**src/rtl/keypad_scanner.sv**
```systemverilog
// rtl/keypad_scanner.sv - 4x4 matrix keypad scanner with debounce and one-shot digit strobe
//
// Purpose: drives the keypad rows one at a time (active-low), samples the
// synchronized column lines once per SCAN_DIV cycles, debounces presses and
// releases over DEBOUNCE consecutive samples and emits one digitValid strobe
// per confirmed key press.
//
// Ports:
//   CLK        in   1  system clock, rising edge
//   RST        in   1  asynchronous active-low reset
//   col        in   4  column lines, active-low, asynchronous to CLK
//   row        out  4  row drive, active-low one-hot
//   digit      out  4  key code of the last confirmed press
//   digitValid out  1  one-cycle strobe for a new digit
//   keyHeld    out  1  high while a confirmed key is still pressed
//   dbgState   out  2  current FSM state

module keypad_scanner #(
  parameter int SCAN_DIV = 1000,
  parameter int DEBOUNCE = 4
) (
  input  logic       CLK,
  input  logic       RST,
  input  logic [3:0] col,
  output logic [3:0] row,
  output logic [3:0] digit,
  output logic       digitValid,
  output logic       keyHeld,
  output logic [1:0] dbgState
);

  typedef enum logic [1:0] {
    S_SCAN     = 2'd0,
    S_DEBOUNCE = 2'd1,
    S_PRESSED  = 2'd2,
    S_RELEASE  = 2'd3
  } state_t;

  localparam logic [15:0] DIV_LAST = 16'(SCAN_DIV - 1);
  localparam logic [3:0]  DB_MAX   = 4'(DEBOUNCE);

  state_t      state, state_n;
  logic [3:0]  sync1, col_s;
  logic [15:0] div_cnt;
  logic [1:0]  row_idx, row_idx_n;
  logic [1:0]  lat_r, lat_r_n, lat_c, lat_c_n;
  logic [3:0]  db_cnt, db_cnt_n;
  logic [3:0]  digit_n;
  logic        digit_valid_n, key_held_n;
  logic        sample;
  logic        single_zero;
  logic [1:0]  zero_idx;

  function automatic logic [3:0] key_map(input logic [1:0] r, input logic [1:0] c);
    case ({r, c})
      4'h0: key_map = 4'h1;  4'h1: key_map = 4'h2;  4'h2: key_map = 4'h3;  4'h3: key_map = 4'hA;
      4'h4: key_map = 4'h4;  4'h5: key_map = 4'h5;  4'h6: key_map = 4'h6;  4'h7: key_map = 4'hB;
      4'h8: key_map = 4'h7;  4'h9: key_map = 4'h8;  4'hA: key_map = 4'h9;  4'hB: key_map = 4'hC;
      4'hC: key_map = 4'hE;  4'hD: key_map = 4'h0;  4'hE: key_map = 4'hF;  default: key_map = 4'hD;
    endcase
  endfunction

  assign sample   = (div_cnt == DIV_LAST);
  assign row      = ~(4'b0001 << row_idx);
  assign dbgState = state;

  // Exactly one closed column is the only pattern that identifies a key.
  always_comb begin
    single_zero = 1'b1;
    zero_idx    = 2'd0;
    case (col_s)
      4'b1110: zero_idx = 2'd0;
      4'b1101: zero_idx = 2'd1;
      4'b1011: zero_idx = 2'd2;
      4'b0111: zero_idx = 2'd3;
      default: single_zero = 1'b0;
    endcase
  end

  always_comb begin
    state_n       = state;
    row_idx_n     = row_idx;
    lat_r_n       = lat_r;
    lat_c_n       = lat_c;
    db_cnt_n      = db_cnt;
    digit_n       = digit;
    digit_valid_n = 1'b0;
    key_held_n    = keyHeld;
    if (sample) begin
      case (state)
        S_SCAN: begin
          if (single_zero) begin
            lat_r_n  = row_idx;
            lat_c_n  = zero_idx;
            db_cnt_n = 4'd1;
            state_n  = S_DEBOUNCE;
          end else begin
            row_idx_n = row_idx + 2'd1;
          end
        end
        S_DEBOUNCE: begin
          // A count already at DEBOUNCE only happens for DEBOUNCE=1, where the
          // detection sample alone confirms the press.
          if (db_cnt >= DB_MAX ||
              (single_zero && zero_idx == lat_c && db_cnt + 4'd1 >= DB_MAX)) begin
            digit_n       = key_map(lat_r, lat_c);
            digit_valid_n = 1'b1;
            key_held_n    = 1'b1;
            db_cnt_n      = DB_MAX;
            state_n       = S_PRESSED;
          end else if (single_zero && zero_idx == lat_c) begin
            db_cnt_n = db_cnt + 4'd1;
          end else begin
            state_n   = S_SCAN;
            row_idx_n = row_idx + 2'd1;
          end
        end
        S_PRESSED: begin
          key_held_n = 1'b1;
          if (col_s == 4'b1111) begin
            db_cnt_n = 4'd1;
            state_n  = S_RELEASE;
          end
        end
        S_RELEASE: begin
          if (col_s == 4'b1111) begin
            if (db_cnt >= DB_MAX || db_cnt + 4'd1 >= DB_MAX) begin
              db_cnt_n   = DB_MAX;
              key_held_n = 1'b0;
              state_n    = S_SCAN;
              row_idx_n  = row_idx + 2'd1;
            end else begin
              db_cnt_n = db_cnt + 4'd1;
            end
          end else begin
            // Release bounce: fall back without a new strobe.
            state_n = S_PRESSED;
          end
        end
        default: state_n = S_SCAN;
      endcase
    end
  end

  always_ff @(posedge CLK or negedge RST) begin
    if (!RST) begin
      sync1      <= 4'b1111;
      col_s      <= 4'b1111;
      div_cnt    <= 16'd0;
      state      <= S_SCAN;
      row_idx    <= 2'd0;
      lat_r      <= 2'd0;
      lat_c      <= 2'd0;
      db_cnt     <= 4'd0;
      digit      <= 4'h0;
      digitValid <= 1'b0;
      keyHeld    <= 1'b0;
    end else begin
      sync1      <= col;
      col_s      <= sync1;
      div_cnt    <= sample ? 16'd0 : div_cnt + 16'd1;
      state      <= state_n;
      row_idx    <= row_idx_n;
      lat_r      <= lat_r_n;
      lat_c      <= lat_c_n;
      db_cnt     <= db_cnt_n;
      digit      <= digit_n;
      digitValid <= digit_valid_n;
      keyHeld    <= key_held_n;
    end
  end

endmodule

```
**config.mk**
```make
export PLATFORM = sky130hd
export DESIGN_NAME = keypad_scanner
export DESIGN_NICKNAME = d
export VERILOG_FILES = /design/src/rtl/keypad_scanner.sv
export SDC_FILE = /design/constraint.sdc
export NUM_CORES = 1
export LEC_CHECK = 0
export CORE_ASPECT_RATIO = 0.7
export CORE_MARGIN = 5
export CORE_UTILIZATION = 62
export CTS_BUF_LIST = sky130_fd_sc_hd__clkbuf_4 sky130_fd_sc_hd__clkbuf_8 sky130_fd_sc_hd__clkbuf_16
export CTS_CLUSTER_SIZE = 24
export DETAILED_ROUTE_END_ITERATION = 7
export PLACE_DENSITY = 0.87
export SYNTH_ARGS = -nofsm -noshare
export SYNTH_HDL_FRONTEND = slang
export SYNTH_SLANG_ARGS = --single-unit
export TNS_END_PERCENT = 50
```
**constraint.sdc**
```tcl
create_clock -name CLK -period 4.1 [get_ports CLK]
set_clock_uncertainty 0.2 [all_clocks]
set_input_delay 0.82 -clock CLK [delete_from_list [all_inputs] [get_ports CLK]]
set_output_delay 0.82 -clock CLK [all_outputs]
set_load 0.02 [all_outputs]
```
### Yosys cells after proc, flatten, opt, wreduce, memory -nomap -nowiden

Memories as Yosys holds them, arrays and structs flattened. A register that Yosys moved wholly into a read port is not among the register bits.
Cells that the tools add are included.

| storage, ports and cells | value |
|---|---|
| register bits after elaboration | 38 |
| bits in read-only memories | 64 |
| bits of input ports | 6 |
| output and inout port bits | 12 |
| logic and storage cells | 84 |
| memories | 1 |

| cells by class | value |
|---|---|
| add/subtract/negate cells | 3 |
| order comparisons | 2 |
| equal/unequal tests | 21 |
| shift operators | 1 |
| muxes and demuxes | 30 |
| bitwise gates (word level) | 1 |
| reductions and logical operators | 15 |

Memory list:

| name | words | bits a word | read ports | clocked after memory_dff | wr ports | RTL line | RTL |
|---|---|---|---|---|---|---|---|
| (no name shown) | 16 | 4 | 1 | 1 | 0 | 55 | `case ({r, c})` |

Operators by type and width:

| cell | count |
|---|---|
| $mux W4 | 6 |
| $mux W2 | 11 |
| $add A16 B1 Y16 const B | 1 |
| $eq A16 B10 Y1 const B | 1 |
| $eq A4 B4 Y1 const B | 4 |
| $mux W16 | 1 |
| $ne A2 B2 Y1 const B | 8 |
| $pmux W4 S4 | 1 |
| $reduce_and A5 Y1 | 3 |
| $pmux W2 S3 | 2 |
| $ne A3 B3 Y1 const B | 3 |
| $ge A4 B3 Y1 const B | 2 |
| $pmux W2 S4 | 1 |
| $mux W1 | 7 |
| $reduce_and A7 Y1 | 1 |
| $reduce_and A3 Y1 | 2 |
| $reduce_bool A3 Y1 | 2 |
| $add A4 B1 Y4 const B | 1 |
| $eq A2 B2 Y1 const B | 2 |
| $eq A4 B3 Y1 const B | 1 |
| $not A4 Y4 | 1 |
| $reduce_or A4 Y1 | 1 |
| $shl A1 B2 Y4 const A | 1 |
| $pmux W1 S3 | 1 |
| other kinds (7) | 9 |

### Logic depth before layout (Yosys ltp)

Gate-level depths: netlist of run 1.

| logic depth | value |
|---|---|
| word-level depth | 9 |
| mapped depth | 7 |
| mapped depth without buffers | 7 |

### Worst setup path after synthesis of run 1

Ideal clock, no wire load.

| timing path | value |
|---|---|
| kind | register to register |
| start point | reg col_s[3] |
| end point | reg db_cnt[1] |
| setup time | 0.125 ns |
| arrival | 1.924 ns |
| required time | 3.775 ns |
| setup slack | 1.851 ns |
| cell stages (with the launch flop) | 7 |
| buffers on the path | 1 |
| period minus slack after synthesis | 2.249 ns |
| cell sequence | dfstp_2 -> buf_4 -> or3b_4 -> a21oi_4 -> nor3_1 -> a211oi_2 -> mux2_2 |

| between the ends | value |
|---|---|
| word-level cells in the longest chain between the ends | 8 |
| elaborated cells on any way between the ends | 19 |
| those cells by class | 10 x eq/ne; 4 x mux; 5 x reduce/logical |

Ends and longest elaborated chain:

| element | RTL line | RTL |
|---|---|---|
| start: declaration | 43 | `logic [3:0] sync1, col_s;` |
| start signal: assignment | 160 | `col_s <= sync1;` |
| $eq A4 B3 Y1 / $eq A4 B4 Y1 (equally long branches) | 71 | `case (col_s)` |
| $pmux W2 S3 / $reduce_or A4 Y1 (equally long branches) | n/a |  |
| $eq A2 B2 Y1 / $mux W1 (equally long branches) | 105, 111, 71 |  |
| $logic_and A1 B1 Y1 | 105, 111 |  |
| $logic_and A1 B1 Y1 | 105 | `(single_zero && zero_idx == lat_c && db_cnt + 4'd1 >= DB_MAX)) begin` |
| $logic_or A1 B1 Y1 | 104 | `if (db_cnt >= DB_MAX \|\|` |
| $ne A3 B3 Y1 (no source line) / $mux W4 (equally long branches) | n/a |  |
| $reduce_and A5 Y1 (no source line) / $pmux W4 S4 (equally long branches) | n/a |  |
| end signal: assignment | 166 | `db_cnt <= db_cnt_n;` |
| end: declaration | 47 | `logic [3:0] db_cnt, db_cnt_n;` |

Parallel ways exist; a longest one is shown, timed or not.
A chain may end at the register's enable or synchronous reset.

### Final worst setup path of run 1

| timing path | value |
|---|---|
| start point | reg div_cnt[0] |
| end point | reg state[1], in the netlist dbgState[1] |

| between the ends | value |
|---|---|
| word-level cells in the longest chain between the ends | 2 |

Ends and longest elaborated chain:

| element | RTL line | RTL |
|---|---|---|
| start: declaration | 44 | `logic [15:0] div_cnt;` |
| start signal: assignment | 161 | `div_cnt <= sample ? 16'd0 : div_cnt + 16'd1;` |
| $eq A16 B10 Y1 | 63 | `assign sample = (div_cnt == DIV_LAST);` |
| $reduce_and A5 Y1 (no source line) | n/a |  |
| end signal: assignment | 162 | `state <= state_n;` |
| end: declaration | 42 | `state_t state, state_n;` |

Every way passes these cells.

==> impl_results.html, run 1 <==
<table>
<tr><th>Metric</th><th>Value</th></tr>
<tr><th colspan="2">Floorplan</th></tr>
<tr><td>Number of placement rows</td><td>18</td></tr>
<tr><td>Standard cell core area</td><td>3581 µm²</td></tr>
<tr><td>Initial cell density of the core</td><td>0.6506</td></tr>
<tr><td>Die Width</td><td>83.27 µm</td></tr>
<tr><td>Die boundary height</td><td>61.29 µm</td></tr>
<tr><td>Number of top-level design ports</td><td>18</td></tr>
<tr><td>Die Footprint</td><td>5103 µm²</td></tr>
<tr><th colspan="2">Worst setup path</th></tr>
<tr><td>Endpoint class of the critical path</td><td>flop</td></tr>
<tr><td>Max Fanout on Critical Path</td><td>13</td></tr>
<tr><td>Critical path data required time</td><td>4.08 ns</td></tr>
<tr><td>Crit path launch type</td><td>flop</td></tr>
<tr><td>Type of the worst setup path</td><td>reg -&gt; reg</td></tr>
<tr><td>Arrival @ worst endpoint</td><td>2.68 ns</td></tr>
<tr><th colspan="2">Cells and area</th></tr>
<tr><td>Number of nets in the finished design</td><td>253</td></tr>
<tr><td>Ratio of cells with drive above 1 in the final layout</td><td>0.1552</td></tr>
<tr><td>Count of antenna diodes in the layout</td><td>0</td></tr>
<tr><td>Number of standard cells in the final layout excluding fillers</td><td>282</td></tr>
<tr><td>Leading cell types in the layout, fill and taps excluded</td><td>34 x sky130_fd_sc_hd__dfrtp_1, 19 x sky130_fd_sc_hd__nand2_1, 17 x sky130_fd_sc_hd__nor2_1</td></tr>
<tr><td>Area Growth Syn to Fin</td><td>13.16%</td></tr>
<tr><td>Most common cell after layout, fill and taps aside</td><td>sky130_fd_sc_hd__dfrtp_1</td></tr>
<tr><td>Fillers</td><td>232</td></tr>
<tr><th colspan="2">Logic synthesis</th></tr>
<tr><td>Post-synthesis sequential area ratio</td><td>0.4554</td></tr>
<tr><td>Synth Net Count</td><td>236</td></tr>
<tr><td>Leading register cell type out of synthesis</td><td>sky130_fd_sc_hd__dfrtp_1</td></tr>
<tr><td>Cell variety after synth</td><td>47</td></tr>
<tr><td>Mean area per synthesized cell</td><td>10.89 µm²</td></tr>
<tr><td>Mapped Cells</td><td>214</td></tr>
<tr><td>Post-synth design cell area</td><td>2330 µm²</td></tr>
<tr><td>Seq cells post-synth</td><td>42</td></tr>
<tr><td>Number of flops mapped to enable cells by yosys</td><td>0</td></tr>
<tr><td>FFs w/ async S/R, synth</td><td>1.000</td></tr>
<tr><td>Number of warnings issued by yosys</td><td>0</td></tr>
<tr><th colspan="2">STA</th></tr>
<tr><td>Total Negative Setup Slacks</td><td>0 ns</td></tr>
<tr><td>Worst slew margin relative to its limit</td><td>0.4283</td></tr>
<tr><td>Post-route fraction of the period consumed by the critical path</td><td>0.6602</td></tr>
<tr><td>Achievable clock frequency</td><td>369.4 MHz</td></tr>
<tr><td>Final Critical Period</td><td>2.707 ns</td></tr>
<tr><td>Final Hold Violating Endpoints</td><td>0</td></tr>
<tr><td>Endpoints failing setup</td><td>0</td></tr>
<tr><td>Final number of max-transition violations</td><td>0</td></tr>
<tr><td>Setup repair after global routing missed its margin</td><td>false</td></tr>
<tr><td>Worst Tran Pin Value</td><td>0.8576 ns</td></tr>
<tr><th colspan="2">Placed design</th></tr>
<tr><td>Weighted congestion reported at the end of routability-driven placement</td><td>0.8189</td></tr>
<tr><td>Placed wire-length estimate</td><td>3105 µm</td></tr>
<tr><td>Quantity of I/O buffers inserted on ports</td><td>17</td></tr>
<tr><td>Number of placed cells counting well taps</td><td>274</td></tr>
<tr><th colspan="2">Clock tree</th></tr>
<tr><td>Maximum number of buffers from clock root to sink</td><td>2</td></tr>
<tr><td>Sinks on the clock net</td><td>42</td></tr>
<tr><td>TritonCTS clock tree</td><td>done</td></tr>
<tr><td>Number of buffers inserted by post-CTS setup repair</td><td>0</td></tr>
<tr><td>Clock slew at reported path FFs</td><td>0.07 ns</td></tr>
<tr><td># H-tree levels</td><td>2</td></tr>
<tr><td>Hold buffer count at CTS</td><td>0</td></tr>
<tr><td>Gates resized, CTS repair</td><td>0</td></tr>
<tr><td>Latest clock arrival within the worst-skew pair</td><td>0.29 ns</td></tr>
<tr><td>Root Buffer Master</td><td>sky130_fd_sc_hd__clkbuf_8</td></tr>
<tr><td>Number of clock buffers inserted by TritonCTS</td><td>5</td></tr>
<tr><th colspan="2">Job</th></tr>
<tr><td>Max-cap violations</td><td>0</td></tr>
<tr><th colspan="2">Detailed routing</th></tr>
<tr><td>Via-per-instance ratio</td><td>5.631</td></tr>
<tr><td>Met3 routed wirelength</td><td>225 µm</td></tr>
<tr><td>Number of vias in the routed layout</td><td>1,588</td></tr>
<tr><td>Wire length on met1</td><td>2030 µm</td></tr>
<tr><td>Final antenna-violating net count</td><td>0</td></tr>
<tr><td>Wire length on met2</td><td>1896 µm</td></tr>
<tr><td>Total routed wirelength</td><td>4213 µm</td></tr>
<tr><td>Top layer in use</td><td>met4</td></tr>
<tr><td>Final routed DRC violation total</td><td>0</td></tr>
<tr><td>Post-detailed-route wirelength per cell</td><td>14.94 µm</td></tr>
<tr><td>Count of routing violations after the opening detailed-route iteration</td><td>113</td></tr>
<tr><td>Number of search-and-repair iterations in the first detailed-routing pass</td><td>4</td></tr>
<tr><th colspan="2">Global route</th></tr>
<tr><td>Antenna violations before repair</td><td>0</td></tr>
<tr><td>GRT Overall Usage</td><td>0.1817</td></tr>
<tr><td>Vias in the first global route</td><td>1,529</td></tr>
<tr><td>Overall overflow remaining after global route</td><td>0</td></tr>
<tr><td>Largest net degree at the start of global routing</td><td>43</td></tr>
<tr><td>Wire length of the first global-routing pass</td><td>7162 µm</td></tr>
<tr><th colspan="2">Power</th></tr>
<tr><td>P per Cell Area</td><td>295.0 nW/µm²</td></tr>
<tr><td>Leakage dissipation</td><td>1.175 nW</td></tr>
<tr><td>Peak supply drop</td><td>301.8 µV</td></tr>
<tr><th colspan="2">Outcome</th></tr>
<tr><td>Outcome</td><td>complete, no violations</td></tr>
<tr><th colspan="2">Worst hold path</th></tr>
<tr><td>Worst Hold Class</td><td>reg -&gt; reg</td></tr>
</table>
==> sequential cells by signal (all words and copies together), names as in the netlist <==
register and cells:
row_idx 2, digitValid 1, lat_c 2, lat_r 2
digit 4, div_cnt 16, col_s 4, keyHeld 1
dbgState 2, sync1 4, db_cnt 4
==> synth_stat cells, types with 6 or more instances <==
master	count	area, µm²
sky130_fd_sc_hd__xor2_1	9	78.83
sky130_fd_sc_hd__o21ai_0	6	30.03
sky130_fd_sc_hd__dfstp_2	8	210.2
sky130_fd_sc_hd__dfrtp_1	34	850.8
sky130_fd_sc_hd__inv_1	16	60.06
sky130_fd_sc_hd__nor2_1	17	63.81
sky130_fd_sc_hd__mux2_2	8	90.09
sky130_fd_sc_hd__nand2_1	19	71.32
sky130_fd_sc_hd__ha_1	16	200.2
sky130_fd_sc_hd__a21oi_1	7	35.03
sky130_fd_sc_hd__xnor2_1	8	70.07
sky130_fd_sc_hd__nand3_1	11	55.05
==> layout make-up <==
cell class | count | area, µm² | area share
Sequential cell | 42 | 1061 | 0.4025
Inverter | 16 | 60.06 | 0.02278
Multi-Input combinational cell | 149 | 1174 | 0.4452
Clock inverter | 1 | 30.03 | 0.01139
Clock buffer | 7 | 83.83 | 0.03180
Timing Repair Buffer | 17 | 165.2 | 0.06265
Tap cell | 50 | 62.56 | 0.02373
==> path summary, 6_finish.rpt <==
path                                       from  slack [ns]                       to  cells after the start
max                        div_cnt[0]$_DFF_PN0_        1.39  dbgState[1]$_DFFE_PN0P_                      6
min                          sync1[2]$_DFF_PN1_        0.16       col_s[2]$_DFF_PN1_                      0
max reg2reg                div_cnt[0]$_DFF_PN0_        1.39  dbgState[1]$_DFFE_PN0P_                      6
min reg2reg                  sync1[2]$_DFF_PN1_        0.16       col_s[2]$_DFF_PN1_                      0
max in group asynchronous                   RST        2.73     digit[2]$_DFFE_PN0P_                      1
min in group asynchronous                   RST        0.44    div_cnt[13]$_DFF_PN0_                      1
==> worst max-delay path, cell delays in order (launching register included) <==
cell and delay, ns:
sky130_fd_sc_hd__dfrtp_1 0.40, sky130_fd_sc_hd__ha_1 0.28, sky130_fd_sc_hd__nor4bb_1 0.24, sky130_fd_sc_hd__and4_1 0.52, sky130_fd_sc_hd__o21ai_0 0.25, sky130_fd_sc_hd__a311oi_4 0.37
sky130_fd_sc_hd__mux2_4 0.33
==> power breakdown <==
group / switching (mW) / total [mW] / internal [mW] / leakage [nW]
sequential: 0.00621 / 0.428 / 0.422 / 0.545
clock: 0.132 / 0.327 / 0.195 / 0.0593
combinational: 0.0140 / 0.0229 / 0.00889 / 0.571
total: 0.152 / 0.778 / 0.626 / 1.17
==> metrics by stage <==
stage / power [mW] / utilization / setup WS, ns / instance area, µm² / hold slack (ns)
after floorplan: 0.4452 / - / 1.851 / 2330 / 0.1452
after global placement: 0.4582 / 0.7044 / 1.565 / 2522 / 0.1462
after detailed placement: 0.4588 / 0.7044 / 1.423 / 2522 / 0.1472
after CTS: 0.7825 / 0.7362 / 1.414 / 2636 / 0.1577
after global routing: 0.8081 / 0.7362 / 1.203 / 2636 / 0.1604
final: 0.7776 / 0.7362 / 1.393 / 2636 / 0.1570
==> cells by family (layout without fill, tap and decap cells) <==
logic type | Yosys count | in the layout | synth area share
compound gates | 27 | 27 | 0.09775
mux | 13 | 13 | 0.06230
fa+ha+maj | 16 | 16 | 0.08593
buf+inv | 23 | 41 | 0.04082
simple gates | 76 | 76 | 0.1939
flops | 42 | 42 | 0.4554
xor+xnor | 17 | 17 | 0.06391
==> layer usage <==
layer / vias up / global-route usage
met5: - / 0
met4: 0 / 0.07459
met3: 8 / 0.04545
met2: 38 / 0.2865
met1: 768 / 0.2464
li1: 774 / -
(Power assumes the default switching activity.)
==> inputs of run 2 (changes only) <==
--- a/config.mk
+++ b/config.mk
@@ -7,11 +7,11 @@
 export LEC_CHECK = 0
 export CORE_ASPECT_RATIO = 0.7
 export CORE_MARGIN = 5
-export CORE_UTILIZATION = 62
+export CORE_UTILIZATION = 58
 export CTS_BUF_LIST = sky130_fd_sc_hd__clkbuf_4 sky130_fd_sc_hd__clkbuf_8 sky130_fd_sc_hd__clkbuf_16
 export CTS_CLUSTER_SIZE = 24
 export DETAILED_ROUTE_END_ITERATION = 7
-export PLACE_DENSITY = 0.87
+export PLACE_DENSITY = 0.82
 export SYNTH_ARGS = -nofsm -noshare
 export SYNTH_HDL_FRONTEND = slang
 export SYNTH_SLANG_ARGS = --single-unit
==> constraint.sdc (replaced) <==
create_clock -name CLK -period 2.69 [get_ports CLK]
set_clock_uncertainty 0.2 [all_clocks]
set_input_delay 0.538 -clock CLK [delete_from_list [all_inputs] [get_ports CLK]]
set_output_delay 0.538 -clock CLK [all_outputs]
set_load 0.02 [all_outputs]
==> run 2 against run 1 <==
Non-clock buffer count up 4. Worst hold slack better by 0.0031 ns. Final area up 2.2%. Wire length down 4.7%. First-iteration DRC count up 13%. Largest cell class unchanged. Die area up 5.9%. Global-route usage down 1.9 points. Worst setup slack worse by 1.1 ns. Critical path depth unchanged. Sequential power up 52%. Cell count up 2.1%.
==> impl_results.html, run 2 (synthesis gave the netlist of run 1 again) <==
<table>
<tr><th>Metric</th><th>Value</th></tr>
<tr><th colspan="2">Outcome</th></tr>
<tr><td>Outcome</td><td>complete, no violations</td></tr>
<tr><th colspan="2">Detailed routing</th></tr>
<tr><td>Number of vias in the routed layout</td><td>1,589</td></tr>
<tr><td>Number of search-and-repair iterations in the first detailed-routing pass</td><td>4</td></tr>
<tr><td>Final routed DRC violation total</td><td>0</td></tr>
<tr><td>Post-detailed-route wirelength per cell</td><td>13.94 µm</td></tr>
<tr><td>Final antenna-violating net count</td><td>0</td></tr>
<tr><td>Met3 routed wirelength</td><td>182 µm</td></tr>
<tr><td>Wire length on met1</td><td>2055 µm</td></tr>
<tr><td>Count of routing violations after the opening detailed-route iteration</td><td>128</td></tr>
<tr><td>Via-per-instance ratio</td><td>5.517</td></tr>
<tr><td>Total routed wirelength</td><td>4014 µm</td></tr>
<tr><td>Wire length on met2</td><td>1719 µm</td></tr>
<tr><td>Top layer in use</td><td>met4</td></tr>
<tr><th colspan="2">Cells and area</th></tr>
<tr><td>Count of antenna diodes in the layout</td><td>0</td></tr>
<tr><td>Number of nets in the finished design</td><td>257</td></tr>
<tr><td>Combined area of the multi-input logic cells</td><td>1174 µm²</td></tr>
<tr><td>Sequential cell area</td><td>1061 µm²</td></tr>
<tr><td>Top register by number of flip-flops</td><td>div_cnt</td></tr>
<tr><td>Number of standard cells in the final layout excluding fillers</td><td>288</td></tr>
<tr><td>Ratio of cells with drive above 1 in the final layout</td><td>0.1653</td></tr>
<tr><td>Number of flip-flops under the largest register name</td><td>16</td></tr>
<tr><td>Area Growth Syn to Fin</td><td>15.68%</td></tr>
<tr><td>Most common cell after layout, fill and taps aside</td><td>sky130_fd_sc_hd__dfrtp_1</td></tr>
<tr><td>Fillers</td><td>311</td></tr>
<tr><td>Leading cell types in the layout, fill and taps excluded</td><td>34 x sky130_fd_sc_hd__dfrtp_1, 19 x sky130_fd_sc_hd__nand2_1, 17 x sky130_fd_sc_hd__nor2_1</td></tr>
<tr><th colspan="2">Worst setup path</th></tr>
<tr><td>Termination of the worst setup path</td><td>db_cnt[2]$_DFFE_PN0P_</td></tr>
<tr><td>Startpoint of the worst setup timing path</td><td>div_cnt[0]$_DFF_PN0_</td></tr>
<tr><td>Reg-to-reg critical path endpoint</td><td>db_cnt[2]$_DFFE_PN0P_</td></tr>
<tr><td>Type of the worst setup path</td><td>reg -&gt; reg</td></tr>
<tr><td>Max Fanout on Critical Path</td><td>5</td></tr>
<tr><td>Endpoint class of the critical path</td><td>flop</td></tr>
<tr><td>Startpoint of the most critical register-to-register path</td><td>div_cnt[0]$_DFF_PN0_</td></tr>
<tr><td>Critical path data required time</td><td>2.68 ns</td></tr>
<tr><td>Cell depth of the worst flop-to-flop path</td><td>6</td></tr>
<tr><td>Arrival @ worst endpoint</td><td>2.40 ns</td></tr>
<tr><td>Crit path launch type</td><td>flop</td></tr>
<tr><td>Slack of the worst reg-to-reg path</td><td>0.28 ns</td></tr>
<tr><th colspan="2">Global route</th></tr>
<tr><td>GRT Overall Usage</td><td>0.1622</td></tr>
<tr><td>Overall overflow remaining after global route</td><td>0</td></tr>
<tr><td>Vias in the first global route</td><td>1,542</td></tr>
<tr><td>Wire length of the first global-routing pass</td><td>7003 µm</td></tr>
<tr><td>Antenna violations before repair</td><td>0</td></tr>
<tr><td>Largest net degree at the start of global routing</td><td>24</td></tr>
<tr><th colspan="2">STA</th></tr>
<tr><td>Endpoints failing setup</td><td>0</td></tr>
<tr><td>Setup repair after global routing missed its margin</td><td>false</td></tr>
<tr><td>Achievable clock frequency</td><td>415.7 MHz</td></tr>
<tr><td>Final Hold Violating Endpoints</td><td>0</td></tr>
<tr><td>Crit path setup slack, layout</td><td>0.2846 ns</td></tr>
<tr><td>Post-route fraction of the period consumed by the critical path</td><td>0.8942</td></tr>
<tr><td>Final Critical Period</td><td>2.405 ns</td></tr>
<tr><td>Final number of max-transition violations</td><td>0</td></tr>
<tr><td>Worst Tran Pin Value</td><td>0.4870 ns</td></tr>
<tr><td>Worst slew margin relative to its limit</td><td>0.6754</td></tr>
<tr><td>Total Negative Setup Slacks</td><td>0 ns</td></tr>
<tr><td>Worst hold margin</td><td>0.1601 ns</td></tr>
<tr><th colspan="2">Clock tree</th></tr>
<tr><td>Clock slew at reported path FFs</td><td>0.08 ns</td></tr>
<tr><td>TritonCTS clock tree</td><td>done</td></tr>
<tr><td>Number of buffers inserted by post-CTS setup repair</td><td>0</td></tr>
<tr><td>Sinks on the clock net</td><td>42</td></tr>
<tr><td>Root Buffer Master</td><td>sky130_fd_sc_hd__clkbuf_8</td></tr>
<tr><td># H-tree levels</td><td>2</td></tr>
<tr><td>Latest clock arrival within the worst-skew pair</td><td>0.30 ns</td></tr>
<tr><td>Maximum number of buffers from clock root to sink</td><td>2</td></tr>
<tr><td>Number of clock buffers inserted by TritonCTS</td><td>5</td></tr>
<tr><th colspan="2">Power</th></tr>
<tr><td>Total net switching power</td><td>0.2573 mW</td></tr>
<tr><td>Int Pwr</td><td>1.029 mW</td></tr>
<tr><td>Logic gate share of total power</td><td>0.030</td></tr>
<tr><td>Sequential share of power</td><td>0.507</td></tr>
<tr><td>P per Cell Area</td><td>477.4 nW/µm²</td></tr>
<tr><td>Leakage dissipation</td><td>1.202 nW</td></tr>
<tr><td>Peak supply drop</td><td>416.5 µV</td></tr>
<tr><td>Fraction of power spent switching nets</td><td>0.2000</td></tr>
<tr><td>Clock group share of total power</td><td>0.464</td></tr>
<tr><th colspan="2">Placed design</th></tr>
<tr><td>Number of placed cells counting well taps</td><td>279</td></tr>
<tr><td>Weighted congestion reported at the end of routability-driven placement</td><td>0.8994</td></tr>
<tr><td>Setup slack after placement</td><td>0.3102 ns</td></tr>
<tr><td>Placed wire-length estimate</td><td>3012 µm</td></tr>
<tr><td>Quantity of I/O buffers inserted on ports</td><td>17</td></tr>
<tr><th colspan="2">Job</th></tr>
<tr><td>Max-cap violations</td><td>0</td></tr>
<tr><th colspan="2">Floorplan</th></tr>
<tr><td>Standard cell core area</td><td>3899 µm²</td></tr>
<tr><td>Die boundary height</td><td>63.03 µm</td></tr>
<tr><td>Number of top-level design ports</td><td>18</td></tr>
<tr><td>Die Footprint</td><td>5404 µm²</td></tr>
<tr><td>Number of placement rows</td><td>19</td></tr>
<tr><td>Initial cell density of the core</td><td>0.5976</td></tr>
<tr><td>Die Width</td><td>85.75 µm</td></tr>
<tr><th colspan="2">Worst hold path</th></tr>
<tr><td>Worst Hold Class</td><td>reg -&gt; reg</td></tr>
</table>
==> run 2: cell count changes in the layout (fill, tap and decap cells not counted), sizes merged <==
| cell | delta |
|---|---|
| dlygate4sd3 | +1 |
| bufinv | +1 |
| clkbuf | -2 |
| buf | +3 |
| clkinv | +1 |
==> run 2: per-stage QoR <==
stage	area, µm²	util	power (mW)
after floorplan	2330	-	0.6786
final	2695	0.6913	1.287
after global routing	2695	0.6913	1.335
after global placement	2547	0.6534	0.7001
after CTS	2695	0.6913	1.302
after detailed placement	2547	0.6534	0.7013
==> run 2: worst max-delay path: stages (launching register included) <==
cell	delay (ns)
sky130_fd_sc_hd__dfrtp_1	0.39
sky130_fd_sc_hd__ha_1	0.27
sky130_fd_sc_hd__nor4bb_1	0.20
sky130_fd_sc_hd__and4_1	0.33
sky130_fd_sc_hd__nand2_1	0.16
sky130_fd_sc_hd__a211oi_2	0.38
sky130_fd_sc_hd__mux2_2	0.37
==> run 2: worst min-delay path by stage <==
stage                       start                    end  cells past startpoint
2_1_floorplan                 RST  db_cnt[0]$_DFFE_PN0P_                      0
3_3_place_gp   sync1[2]$_DFF_PN1_     col_s[2]$_DFF_PN1_                      0
3_5_place_dp   sync1[2]$_DFF_PN1_     col_s[2]$_DFF_PN1_                      0
4_1_cts        sync1[2]$_DFF_PN1_     col_s[2]$_DFF_PN1_                      0
5_1_grt        sync1[0]$_DFF_PN1_     col_s[0]$_DFF_PN1_                      0
6_report       sync1[2]$_DFF_PN1_     col_s[2]$_DFF_PN1_                      0
==> run 2: power groups by stage <==
stage / Combinational, mW / Clock [mW] / Sequential (mW)
after CTS: 0.0392 / 0.611 / 0.652
final: 0.0382 / 0.597 / 0.652
after global routing: 0.0426 / 0.639 / 0.653
after global placement: 0.0371 / 0 / 0.663
after detailed placement: 0.0377 / 0 / 0.664
after floorplan: 0.0221 / 0 / 0.656
==> run 2: timing repair <==
item	in CTS	in global routing
hold buffers	1	0
resized for setup	0	0
hold endpoints to repair	19	0
==> run 2: area by class of cell <==
cell class / count / area share
well taps: 52 / 0.02414
flip-flops and latches: 42 / 0.3937
clock buffers: 5 / 0.02553
repair buffers: 21 / 0.07335
multi-input cells: 149 / 0.4355
clock inverters: 3 / 0.02553
inverters: 16 / 0.02228
==> run 2: routing by layer <==
layer | GRT usage | vias to the layer above
li1 | - | 779
met1 | 0.2355 | 770
met2 | 0.2364 | 32
met3 | 0.04084 | 8
met4 | 0.05138 | 0
met5 | 0 | -
